[src/rtl/aoi_pkg.sv]
// Shared types and golden model for the AOI sweep controller.
package aoi_pkg;

  typedef enum logic [2:0] {IDLE, DRIVE, WAIT, CHECK, DONE} state_t;

  localparam logic [3:0] VEC_LAST = 4'd15;

  // Expected {e, f, g} for vector v, where v[0] drives a and v[3] drives d.
  function automatic logic [2:0] aoi_ref(input logic [3:0] v);
    logic ab;
    logic cd;
    ab = v[0] & v[1];
    cd = v[2] & v[3];
    return {ab, cd, ~(ab | cd)};
  endfunction

endpackage

[src/rtl/aoi_sweep_ctrl_if.sv]
// Link between the sweep controller and the AOI gate block under test.
interface aoi_sweep_ctrl_if;
  logic a;
  logic b;
  logic c;
  logic d;
  logic e;
  logic f;
  logic g;

  modport master (output a, b, c, d, input e, f, g);
  modport slave  (input a, b, c, d, output e, f, g);
endinterface

[src/rtl/aoi_sweep_cnt.sv]
// Vector index counter plus the settle-time counter used while waiting on the AOI.
module aoi_sweep_cnt
  import aoi_pkg::*;
#(
  parameter int unsigned SETTLE = 2
) (
  input  logic       clk,
  input  logic       rst,
  input  logic       vec_clr,
  input  logic       vec_inc,
  input  logic       settle_clr,
  input  logic       settle_inc,
  output logic [3:0] vec,
  output logic       last,
  output logic       expire
);

  // With SETTLE==0 the WAIT state is skipped, so the terminal value is never used.
  localparam logic [3:0] SETTLE_LAST = (SETTLE == 0) ? 4'd0 : 4'(SETTLE - 1);

  logic [3:0] settle_cnt;

  // NOTE: registers update with <= so every flop samples pre-edge values.
  always_ff @(posedge clk) begin
    if (rst) begin
      vec        <= '0;
      settle_cnt <= '0;
    end else begin
      if (vec_clr)      vec <= '0;
      else if (vec_inc) vec <= vec + 4'd1;

      if (settle_clr)      settle_cnt <= '0;
      else if (settle_inc) settle_cnt <= settle_cnt + 4'd1;
    end
  end

  assign last   = (vec == VEC_LAST);
  assign expire = (settle_cnt == SETTLE_LAST);

endmodule

[src/rtl/aoi_sweep_ctrl.sv]
// Clocked 16-vector sweep of the AOI block with golden-model checking and result capture.
module aoi_sweep_ctrl
  import aoi_pkg::*;
#(
  parameter int unsigned SETTLE = 2
) (
  input  logic                    clk,
  input  logic                    rst,
  input  logic                    start,
  input  logic                    abort,
  aoi_sweep_ctrl_if.master        aoi,
  output logic                    busy,
  output logic                    done,
  output logic                    pass,
  output logic [3:0]              vec,
  output logic [4:0]              err_cnt,
  output logic [3:0]              fail_vec,
  output logic                    fail_valid
);

  state_t     state, state_nx;
  logic       vec_clr, vec_inc, settle_clr, settle_inc;
  logic       last, expire;
  logic       abort_now, check_fail;
  logic [3:0] drive_q;

  aoi_sweep_cnt #(.SETTLE(SETTLE)) u_cnt (
    .clk        (clk),
    .rst        (rst),
    .vec_clr    (vec_clr),
    .vec_inc    (vec_inc),
    .settle_clr (settle_clr),
    .settle_inc (settle_inc),
    .vec        (vec),
    .last       (last),
    .expire     (expire)
  );

  assign busy      = (state == DRIVE) || (state == WAIT) || (state == CHECK);
  assign done      = (state == DONE);
  assign pass      = done && (err_cnt == 5'd0);
  assign abort_now = busy && abort;
  // A vector caught by an abort is not scored; partial results stay as they were.
  assign check_fail = (state == CHECK) && !abort
                      && ({aoi.e, aoi.f, aoi.g} != aoi_ref(vec));

  // NOTE: every output of this block gets a default first, so no path infers a latch.
  always_comb begin
    state_nx   = state;
    vec_clr    = 1'b0;
    vec_inc    = 1'b0;
    settle_clr = 1'b0;
    settle_inc = 1'b0;
    unique case (state)
      IDLE, DONE: begin
        if (start && !abort) begin
          state_nx = DRIVE;
          vec_clr  = 1'b1;
        end
      end
      DRIVE: begin
        settle_clr = 1'b1;
        state_nx   = (SETTLE == 0) ? CHECK : WAIT;
      end
      WAIT: begin
        if (expire) state_nx = CHECK;
        else        settle_inc = 1'b1;
      end
      CHECK: begin
        if (last) begin
          state_nx = DONE;
        end else begin
          state_nx = DRIVE;
          vec_inc  = 1'b1;
        end
      end
      default: state_nx = IDLE;
    endcase
    if (abort_now) begin
      state_nx   = IDLE;
      vec_inc    = 1'b0;
      settle_clr = 1'b0;
      settle_inc = 1'b0;
    end
  end

  // NOTE: reset is synchronous and active-high, so it lives inside the clocked block.
  always_ff @(posedge clk) begin
    if (rst) begin
      state      <= IDLE;
      drive_q    <= '0;
      err_cnt    <= '0;
      fail_vec   <= '0;
      fail_valid <= 1'b0;
    end else begin
      state <= state_nx;

      if (abort_now)           drive_q <= '0;
      else if (state == DRIVE) drive_q <= vec;

      if (vec_clr) begin
        err_cnt    <= '0;
        fail_vec   <= '0;
        fail_valid <= 1'b0;
      end else if (check_fail) begin
        err_cnt <= err_cnt + 5'd1;
        if (!fail_valid) begin
          fail_vec   <= vec;
          fail_valid <= 1'b1;
        end
      end
    end
  end

  assign {aoi.d, aoi.c, aoi.b, aoi.a} = drive_q;

endmodule

[src/flat_wrapper.sv]
// flat-port wrapper written by rule: the top's interface ports become plain ports
module aoi_sweep_ctrl_flat import aoi_pkg::*;
#(
  parameter int unsigned SETTLE = 2
)
  (clk, rst, start, abort, busy, done, pass, vec, err_cnt, fail_vec, fail_valid, aoi_a, aoi_b, aoi_c, aoi_d, aoi_e, aoi_f, aoi_g);
  aoi_sweep_ctrl_if aoi_i ();
  input  logic clk;
  input  logic rst;
  input  logic start;
  input  logic abort;
  output logic busy;
  output logic done;
  output logic pass;
  output logic [3:0] vec;
  output logic [4:0] err_cnt;
  output logic [3:0] fail_vec;
  output logic fail_valid;
  output wire logic [$bits(aoi_i.a)-1:0] aoi_a;
  output wire logic [$bits(aoi_i.b)-1:0] aoi_b;
  output wire logic [$bits(aoi_i.c)-1:0] aoi_c;
  output wire logic [$bits(aoi_i.d)-1:0] aoi_d;
  input wire logic [$bits(aoi_i.e)-1:0] aoi_e;
  input wire logic [$bits(aoi_i.f)-1:0] aoi_f;
  input wire logic [$bits(aoi_i.g)-1:0] aoi_g;
  assign aoi_a = aoi_i.a;
  assign aoi_b = aoi_i.b;
  assign aoi_c = aoi_i.c;
  assign aoi_d = aoi_i.d;
  assign aoi_i.e = aoi_e;
  assign aoi_i.f = aoi_f;
  assign aoi_i.g = aoi_g;
  aoi_sweep_ctrl #(.SETTLE(SETTLE)) u_core (.clk(clk), .rst(rst), .start(start), .abort(abort), .aoi(aoi_i), .busy(busy), .done(done), .pass(pass), .vec(vec), .err_cnt(err_cnt), .fail_vec(fail_vec), .fail_valid(fail_valid));
endmodule
[config.mk]
export PLATFORM = sky130hd
export DESIGN_NAME = aoi_sweep_ctrl_flat
export DESIGN_NICKNAME = d
export VERILOG_FILES = /design/src/rtl/aoi_pkg.sv /design/src/rtl/aoi_sweep_ctrl_if.sv /design/src/rtl/aoi_sweep_cnt.sv /design/src/rtl/aoi_sweep_ctrl.sv /design/src/flat_wrapper.sv
export SDC_FILE = /design/constraint.sdc
export NUM_CORES = 1
export LEC_CHECK = 0
export CAP_MARGIN = 20
export CORE_UTILIZATION = 30
export CTS_CLUSTER_DIAMETER = 50
export DETAILED_ROUTE_END_ITERATION = 10
export SLEW_MARGIN = 20
export SYNTH_ARGS = -nofsm -noshare
export SYNTH_HDL_FRONTEND = slang
export SYNTH_SLANG_ARGS = --single-unit
[constraint.sdc]
create_clock -name clk -period 3.25 [get_ports clk]
set_input_delay 0.65 -clock clk [delete_from_list [all_inputs] [get_ports clk]]
set_output_delay 0.65 -clock clk [all_outputs]
set_load 0.02 [all_outputs]
After elaboration in Yosys (flattened, before gate mapping)
Cells that the tools add are included.
{ "totals": {"reg_bits": 25, "inputBits": 7, "output_inout_bits": 21} }
{ "classes": {"addsub": 3, "eq_ne": 9, "mux": 14, "bitwise": 5, "reduce_logical": 16} }
{ "op_table": {"columns": ["operator", "n"], "rows": [
  ["$pmux 3 s4", 1],
  ["$mux 1", 10],
  ["$mux 3", 3],
  ["$add 4x1->4 const B", 2],
  ["$reduce_or 2->1", 4],
  ["$eq 3x2->1 const B", 2],
  ["$add 5x1->5 const B", 1],
  ["$logic_and 1x1->1", 5],
  ["$logic_not 5->1", 1],
  ["$eq 4x1->1 const B", 1],
  ["$eq 4x4->1 const B", 1],
  ["$ne 2x1->1 const B", 2],
  ["$reduce_and 2->1", 2],
  ["$eq 3x1->1 const B", 1],
  ["$eq 3x3->1 const B", 1],
  ["$logic_not 3->1", 1],
  ["$ne 3x3->1", 1],
  ["$and 1x1->1", 2],
  ["$logic_or 1x1->1", 2],
  ["$not 1->1", 2],
  ["$logic_not 1->1", 1],
  ["$or 1x1->1", 1]
]} }

Depth between registers and ports, before layout
Gate-level depths: netlist (run 1).
{ "logic_depth": {"word_depth": 6, "mapped_depth": 7} }

Cells and area by module
Synthesis (run 1) repeated with hierarchy kept, for this count alone.
{ "unflattened": {"hier_cells": 140, "area_unflattened_um2": 1305.0} }
{ "by_module_without_submodules": {"columns": ["module", "n_inst", "cells_each", "area_each_um2", "seq_area_each_um2"], "rows": [
  ["aoi_sweep_ctrl", 1, 102, 922.1, 340.3],
  ["aoi_sweep_cnt", 1, 38, 382.9, 160.2]
]} }

Least setup slack after synthesis (run 1)
OpenSTA, ideal clock, no wires.
{ "synth_path": {"kind": "reg-to-output", "from": "register u_core.state[1]", "to": "output port pass", "t_arrival_ps": 1381, "slack_ps": 1219, "stages_incl_launch_ff": 5, "n_path_buf": 1, "cell_sequence": "dfxtp_1 > buf_2 > nor2_1 > nand2_1 > nor4_1"} }
{ "synth_between": {"elab_chain_cells": 2} }
{ "synth_rtl": {"columns": ["item", "line", "rtl"], "rows": [
  ["start: declaration", "aoi_sweep_ctrl.sv:21", "state_t state, state_nx;"],
  ["start signal: assignment", "aoi_sweep_ctrl.sv:96", "state <= state_nx;"],
  ["$eq 3x3->1", "aoi_sweep_ctrl.sv:40", "assign done = (state == DONE);"],
  ["$logic_and 1x1->1", "aoi_sweep_ctrl.sv:41", "assign pass = done && (err_cnt == 5'd0);"],
  ["end: declaration", "flat_wrapper.sv:14", "output logic pass;"]
]} }
No other way between the ends.

Worst setup path in the final report (run 1)
Same ends and word-level chain as after synthesis.

==> flow_metrics.env, run 1 <==
export IMPL_drv_slew=0
export IMPL_seq_area_frac_synth_pct=37.4
export IMPL_synthFlopType="dfxtp_1"
export IMPL_hold_end="u_core.fail_vec[2]"
export IMPL_fill_cells=427
export IMPL_drt_wl_total_mm=2.88
export IMPL_clk_latency_ns=0.26
export IMPL_fin_nets=192
export IMPL_core_region_area_um2=4140
export IMPL_rsz0062_at_grt="no"
export IMPL_via_per_inst=5.11
export IMPL_yosysTopAreaCellShare_pct=37.4
export IMPL_root_buffer="clkbuf_8"
export IMPL_vias=1170
export IMPL_leakage_uw=0.000637
export IMPL_r2r_cells=5
export IMPL_synthArstFlopShare_pct=0
export IMPL_syn_inst=156
export IMPL_cts_tree="yes"
export IMPL_skew_ns=0.00380
export IMPL_worstHoldPathCells=2
export IMPL_timing_rr_start="u_core.u_cnt.vec[0]"
export IMPL_gp_congestion=0.773
export IMPL_cts_buffer_depth=2
export IMPL_status="complete, no violations"
export IMPL_start_util_pct=32.3
export IMPL_die_area_um2=4730
export IMPL_grt_usage_pct=13.7
export IMPL_grt_max_degree=16
export IMPL_fmax_mhz=387
export IMPL_cts_sinks=25
export IMPL_syn_to_final_growth_pct=24.6
export IMPL_clkSlewWorstSetupHoldPaths_ns=0.09
export IMPL_grt_pass1_wl_mm=4.86
export IMPL_port_buffers=27
export IMPL_drive_above_1_share_pct=5.59
export IMPL_r2r_end="u_core.err_cnt[3]"
export IMPL_synth_cell_area_um2=1340
export IMPL_synth_area_leaders="dfxtp_1 37%, mux2i_1 9.0%, nand2_1 5.9%, ha_1 4.7%, nor2_1 4.2%"
export IMPL_die_h_um=68.8
export IMPL_synth_largest_area_cell="dfxtp_1"
export IMPL_drc=0
export IMPL_crit_type="reg2out"
export IMPL_cap_violations=0
export IMPL_cp_end_kind="output port"
export IMPL_hp_class="reg2reg"
export IMPL_antenna_found_initial=0
export IMPL_power_density_nw_per_um2=320
export IMPL_slew_limit_headroom_pct=42.1
export IMPL_cts_resized=0
export IMPL_antenna_left=0
export IMPL_synth_edf_count=0
export IMPL_crit_arrival_ns=1.93
export IMPL_firstDrtPassIters=4
export IMPL_worst_pin_slew_ns=0.865
export IMPL_finalSetupTns_ns=0
export IMPL_synth_seq_cells=25
export IMPL_finalCritPeriodShare_pct=79.5
export IMPL_setup_viol=0
export IMPL_ctsHoldBuffers=0
export IMPL_period_needed_ns=2.58
export IMPL_die_w_um=68.8
export IMPL_post_cts_buffers=0
export IMPL_hp_start="u_core.fail_vec[2]"
export IMPL_cts_made_buffers=3
export IMPL_reg2reg_slack_ns=1.37
export IMPL_hold_viol=0
export IMPL_fin_util_pct=40.2
export IMPL_power_uw=534
export IMPL_required_ns=2.60
export IMPL_diodes=0
export IMPL_start_kind="register"
export IMPL_peakVddDrop_mv=0.138
export IMPL_synth_distinct_cells=43
export IMPL_rows=23
export IMPL_grt_pass1_vias=1067
export IMPL_grt_overflow=0
export IMPL_pin_count=28
export IMPL_synth_nets=168
export IMPL_dp_hpwl_mm=2.19
export IMPL_cp_max_fo=11
export IMPL_post_drt_wl_per_cell_um=12.6
export IMPL_whs_ns=0.469
export IMPL_cts_htree_levels=1
export IMPL_synth_avg_cell_area_um2=8.58
export IMPL_drt_iter0_drc=26
export IMPL_ys_warn_count=0
-- placed cells by master, fill, tap and decap left out, types with 2 or more instances in the layout --
cell type / netlist / final
clkdlybuf4s50_1: 0 / 27
dfxtp_1: 25 / 25
nand2_1: 21 / 21
nor2_1: 15 / 15
mux2i_1: 12 / 12
inv_1: 6 / 6
a21oi_1: 6 / 6
nor3_1: 5 / 5
or3_1: 5 / 5
nand3_1: 5 / 5
ha_1: 5 / 5
xor2_1: 4 / 4
nand2b_1: 3 / 3
and3_1: 3 / 3
o211ai_1: 3 / 3
clkbuf_8: 0 / 3
or3b_2: 2 / 2
o21a_1: 2 / 2
o31ai_1: 2 / 2
o21ai_0: 2 / 2
-- layout make-up --
class | count | area, um^2 | area share [%]
inverter | 6 | 22.5 | 1.35
sequential | 25 | 500 | 30.0
clock buffer | 3 | 41.3 | 2.48
clock inverter | 1 | 5.00 | 0.300
timing repair buffer | 27 | 270 | 16.2
multi-input combinational | 117 | 766 | 45.9
tap | 50 | 62.6 | 3.75
-- registers in the layout, summed over array words and instances, names as in the netlist --
register	cells
u_core.state	3
u_core.u_cnt.settle_cnt	4
u_core.fail_vec	4
u_core.drive_q	4
u_core.fail_valid	1
u_core.err_cnt	5
u_core.u_cnt.vec	4
-- worst max-delay path, cell delays in order (launching register included) --
cell and delay, ns:
dfxtp_1 0.42, nor2_1 0.23, nand2_1 0.13, nor4_1 0.24, clkdlybuf4s50_1 0.65
-- synth_stat cells (2+ instances only) --
master,number
nor3_1,5
nand3_1,5
xor2_1,4
buf_6,2
inv_1,6
o21ai_0,2
nor2_1,15
dfxtp_1,25
clkbuf_1,2
or3b_2,2
or3_1,5
ha_1,5
o211ai_1,3
o21a_1,2
buf_2,4
a21oi_1,6
nand2_1,21
o31ai_1,2
nand2b_1,3
mux2i_1,12
and3_1,3
-- logic make-up (layout without fill, tap and decap cells) --
group | after synthesis | after routing | synth area share [%]
AOI/OAI and AO/OA | 24 | 24 | 12.2
adders and majority gates | 5 | 5 | 4.67
and+or+nand+nor | 71 | 71 | 28.0
muxes | 12 | 12 | 8.97
buffers and inverters | 14 | 37 | 5.42
xor gates and xnor gates | 5 | 5 | 3.27
DFF | 25 | 25 | 37.4
-- worst max path at each step --
stage,from,to,slack (ns),depth (start not counted)
floorplan,u_core.state[1],pass,1.22,4
global placement,abort,u_core.fail_vec[2],0.79,5
detailed placement,abort,u_core.err_cnt[1],0.70,5
CTS,u_core.state[1],pass,0.66,4
global route,u_core.state[1],pass,0.48,4
finish,u_core.state[1],pass,0.67,4
-- per-stage QoR --
| stage | std cells | area (um^2) | worst slack (ns) |
|---|---|---|---|
| 2_1_floorplan | 156 | 1340 | 1.22 |
| 3_3_place_gp | 225 | 1620 | 0.791 |
| 3_5_place_dp | 225 | 1620 | 0.700 |
| 4_1_cts | 229 | 1670 | 0.656 |
| 5_1_grt | 229 | 1670 | 0.476 |
| 6_report | 229 | 1670 | 0.667 |
-- report_power, final --
group | internal (uW) | switching (uW)
clock | 85.6 | 95.9
combinational | 18.5 | 23.4
sequential | 307 | 3.17
total | 411 | 122
-- routing by layer --
metal  share of wire (%)  GRT usage, %
met2                  46          23.4
met4                0.83          4.85
met5                   0             0
met1                  48          17.2
met3                 5.0          2.47
Power figures use the tool's default switching activity.
==> run 2, diff against run 1 <==
==> constraint.sdc (replaced) <==
create_clock -name clk -period 2.6 [get_ports clk]
set_input_delay 0.52 -clock clk [delete_from_list [all_inputs] [get_ports clk]]
set_output_delay 0.52 -clock clk [all_outputs]
set_load 0.02 [all_outputs]
==> flow_metrics.env, run 2 (synthesis gave the netlist of run 1 again) <==
export IMPL_slowest_delay_ns=0.59
export IMPL_antenna_left=0
export IMPL_wl_met3_um=135
export IMPL_clk_latency_ns=0.27
export IMPL_syn_to_final_growth_pct=26.1
export IMPL_cp_cell_sequence="nor2_1 -> nand2_1 -> inv_1 -> clkdlybuf4s50_1"
export IMPL_drc=0
export IMPL_period_needed_ns=2.23
export IMPL_start_util_pct=32.3
export IMPL_via_per_inst=5.19
export IMPL_firstDrtPassIters=5
export IMPL_rsz0062_at_grt="no"
export IMPL_r2r_end="u_core.err_cnt[4]"
export IMPL_pin_count=28
export IMPL_grt_overflow=0
export IMPL_grt_max_degree=16
export IMPL_die_area_um2=4730
export IMPL_power_density_nw_per_um2=406
export IMPL_start_kind="register"
export IMPL_cap_violations=0
export IMPL_rows=23
export IMPL_placed_area_um2=1640
export IMPL_antenna_found_initial=0
export IMPL_cp_end_kind="output port"
export IMPL_slew_limit_headroom_pct=64.0
export IMPL_cell_internal_pwr_uw=519
export IMPL_largest_reg_flops=5
export IMPL_cts_buffer_depth=2
export IMPL_diodes=0
export IMPL_pwr_share_seq_pct=56.6
export IMPL_setup_viol=0
export IMPL_crit_arrival_ns=1.71
export IMPL_wl_met1_mm=1.30
export IMPL_slowest_stage="clkdlybuf4s50_1"
export IMPL_drv_slew=0
export IMPL_post_cts_buffers=0
export IMPL_top_layer="met4"
export IMPL_drt_iter0_drc=47
export IMPL_fill_cells=437
export IMPL_grt_pass1_vias=1086
export IMPL_cp_max_fo=11
export IMPL_fin_nets=194
export IMPL_cts_sinks=25
export IMPL_post_drt_wl_per_cell_um=12.1
export IMPL_cts_tree="yes"
export IMPL_peakVddDrop_mv=0.196
export IMPL_cts_htree_levels=1
export IMPL_regMostFlops="u_core.err_cnt"
export IMPL_timing_rr_start="u_core.u_cnt.vec[0]"
export IMPL_hold_viol=0
export IMPL_combPwrFrac_pct=8.2
export IMPL_fin_cells=231
export IMPL_required_ns=2.08
export IMPL_port_buffers=27
export IMPL_gp_congestion=0.754
export IMPL_drt_wl_total_mm=2.79
export IMPL_finalSetupTns_ns=0
export IMPL_met2WireLength_mm=1.30
export IMPL_status="complete, no violations"
export IMPL_multi_input_area_um2=766
export IMPL_skew_ns=0.00271
export IMPL_final_cell_mix="26 x clkdlybuf4s50_1, 25 x dfxtp_1, 21 x nand2_1"
export IMPL_pwr_share_clk_pct=35.2
export IMPL_vias=1200
export IMPL_worst_pin_slew_ns=0.536
export IMPL_grt_pass1_wl_mm=4.69
export IMPL_core_region_area_um2=4140
export IMPL_finalCritPeriodShare_pct=85.7
export IMPL_cts_made_buffers=3
export IMPL_final_common_cell="clkdlybuf4s50_1"
export IMPL_switching_share_pct=24.4
export IMPL_cp_startpoint="u_core.state[1]"
export IMPL_clkSlewWorstSetupHoldPaths_ns=0.09
export IMPL_whs_ns=0.465
export IMPL_stdcell_area_um2=1690
export IMPL_dp_cells=227
export IMPL_seq_area_um2=500
export IMPL_crit_type="reg2out"
export IMPL_dp_hpwl_mm=2.10
export IMPL_drive_above_1_share_pct=6.63
export IMPL_r2r_cells=5
export IMPL_endpoint="done"
export IMPL_grt_usage_pct=13.1
export IMPL_fmax_mhz=449
export IMPL_reg2reg_slack_ns=0.73
export IMPL_root_buffer="clkbuf_8"
export IMPL_die_w_um=68.8
export IMPL_p_sw_uw=167
export IMPL_leakage_uw=0.000662
export IMPL_die_h_um=68.8
export IMPL_hp_class="reg2reg"
## run 2: worst max-delay path, delay by kind of cell (launching register included)
family,cells,cell delay (ns)
buf+inv,2,0.67
flops,1,0.42
simple gates,2,0.35
## run 2: stage by stage
| stage | total power (uW) | utilization [%] | worst slack (ns) |
|---|---|---|---|
| finish | 686 | 40.7 | 0.371 |
| global route | 716 | 40.7 | 0.237 |
| CTS | 699 | 40.7 | 0.118 |
| detailed placement | 453 | 39.5 | 0.247 |
| global placement | 451 | 39.5 | 0.272 |
| floorplan | 428 | - | 0.604 |
## run 2: worst min-delay path by stage
stage	from	endpoint	slack [ns]	depth (start not counted)
floorplan	u_core.u_cnt.settle_cnt[3]	u_core.u_cnt.settle_cnt[3]	0.45	2
global placement	u_core.fail_vec[3]	u_core.fail_vec[3]	0.45	2
detailed placement	u_core.fail_vec[2]	u_core.fail_vec[2]	0.46	2
CTS	u_core.fail_vec[2]	u_core.fail_vec[2]	0.47	2
global route	u_core.fail_vec[2]	u_core.fail_vec[2]	0.49	2
finish	u_core.fail_vec[2]	u_core.fail_vec[2]	0.46	2
## run 2: routing by layer
metal  global-route usage (%)  up-vias
met5                        0        -
met4                     7.65        0
met3                     1.48        5
met2                     21.4       29
met1                     16.5      569
li1                         -      597
## run 2: power groups by stage
stage,Sequential [uW],Clock (uW),Combinational (uW)
finish,388,242,56.1
global route,389,264,62.3
CTS,388,254,56.3
detailed placement,397,0,55.9
global placement,397,0,54.5
floorplan,394,0,33.6
## run 2: timing repair
action	4_1_cts	5_1_grt
hold buffers	0	0
gates resized for setup	0	1
setup endpoints to repair	0	1
## run 2: layout make-up
cell class	count	area share (%)
clock inverter	1	0.445
multi-input combinational	117	45.4
timing repair buffer	29	17.0
inverter	6	1.33
clock buffer	3	2.45
sequential	25	29.7
tap	50	3.71
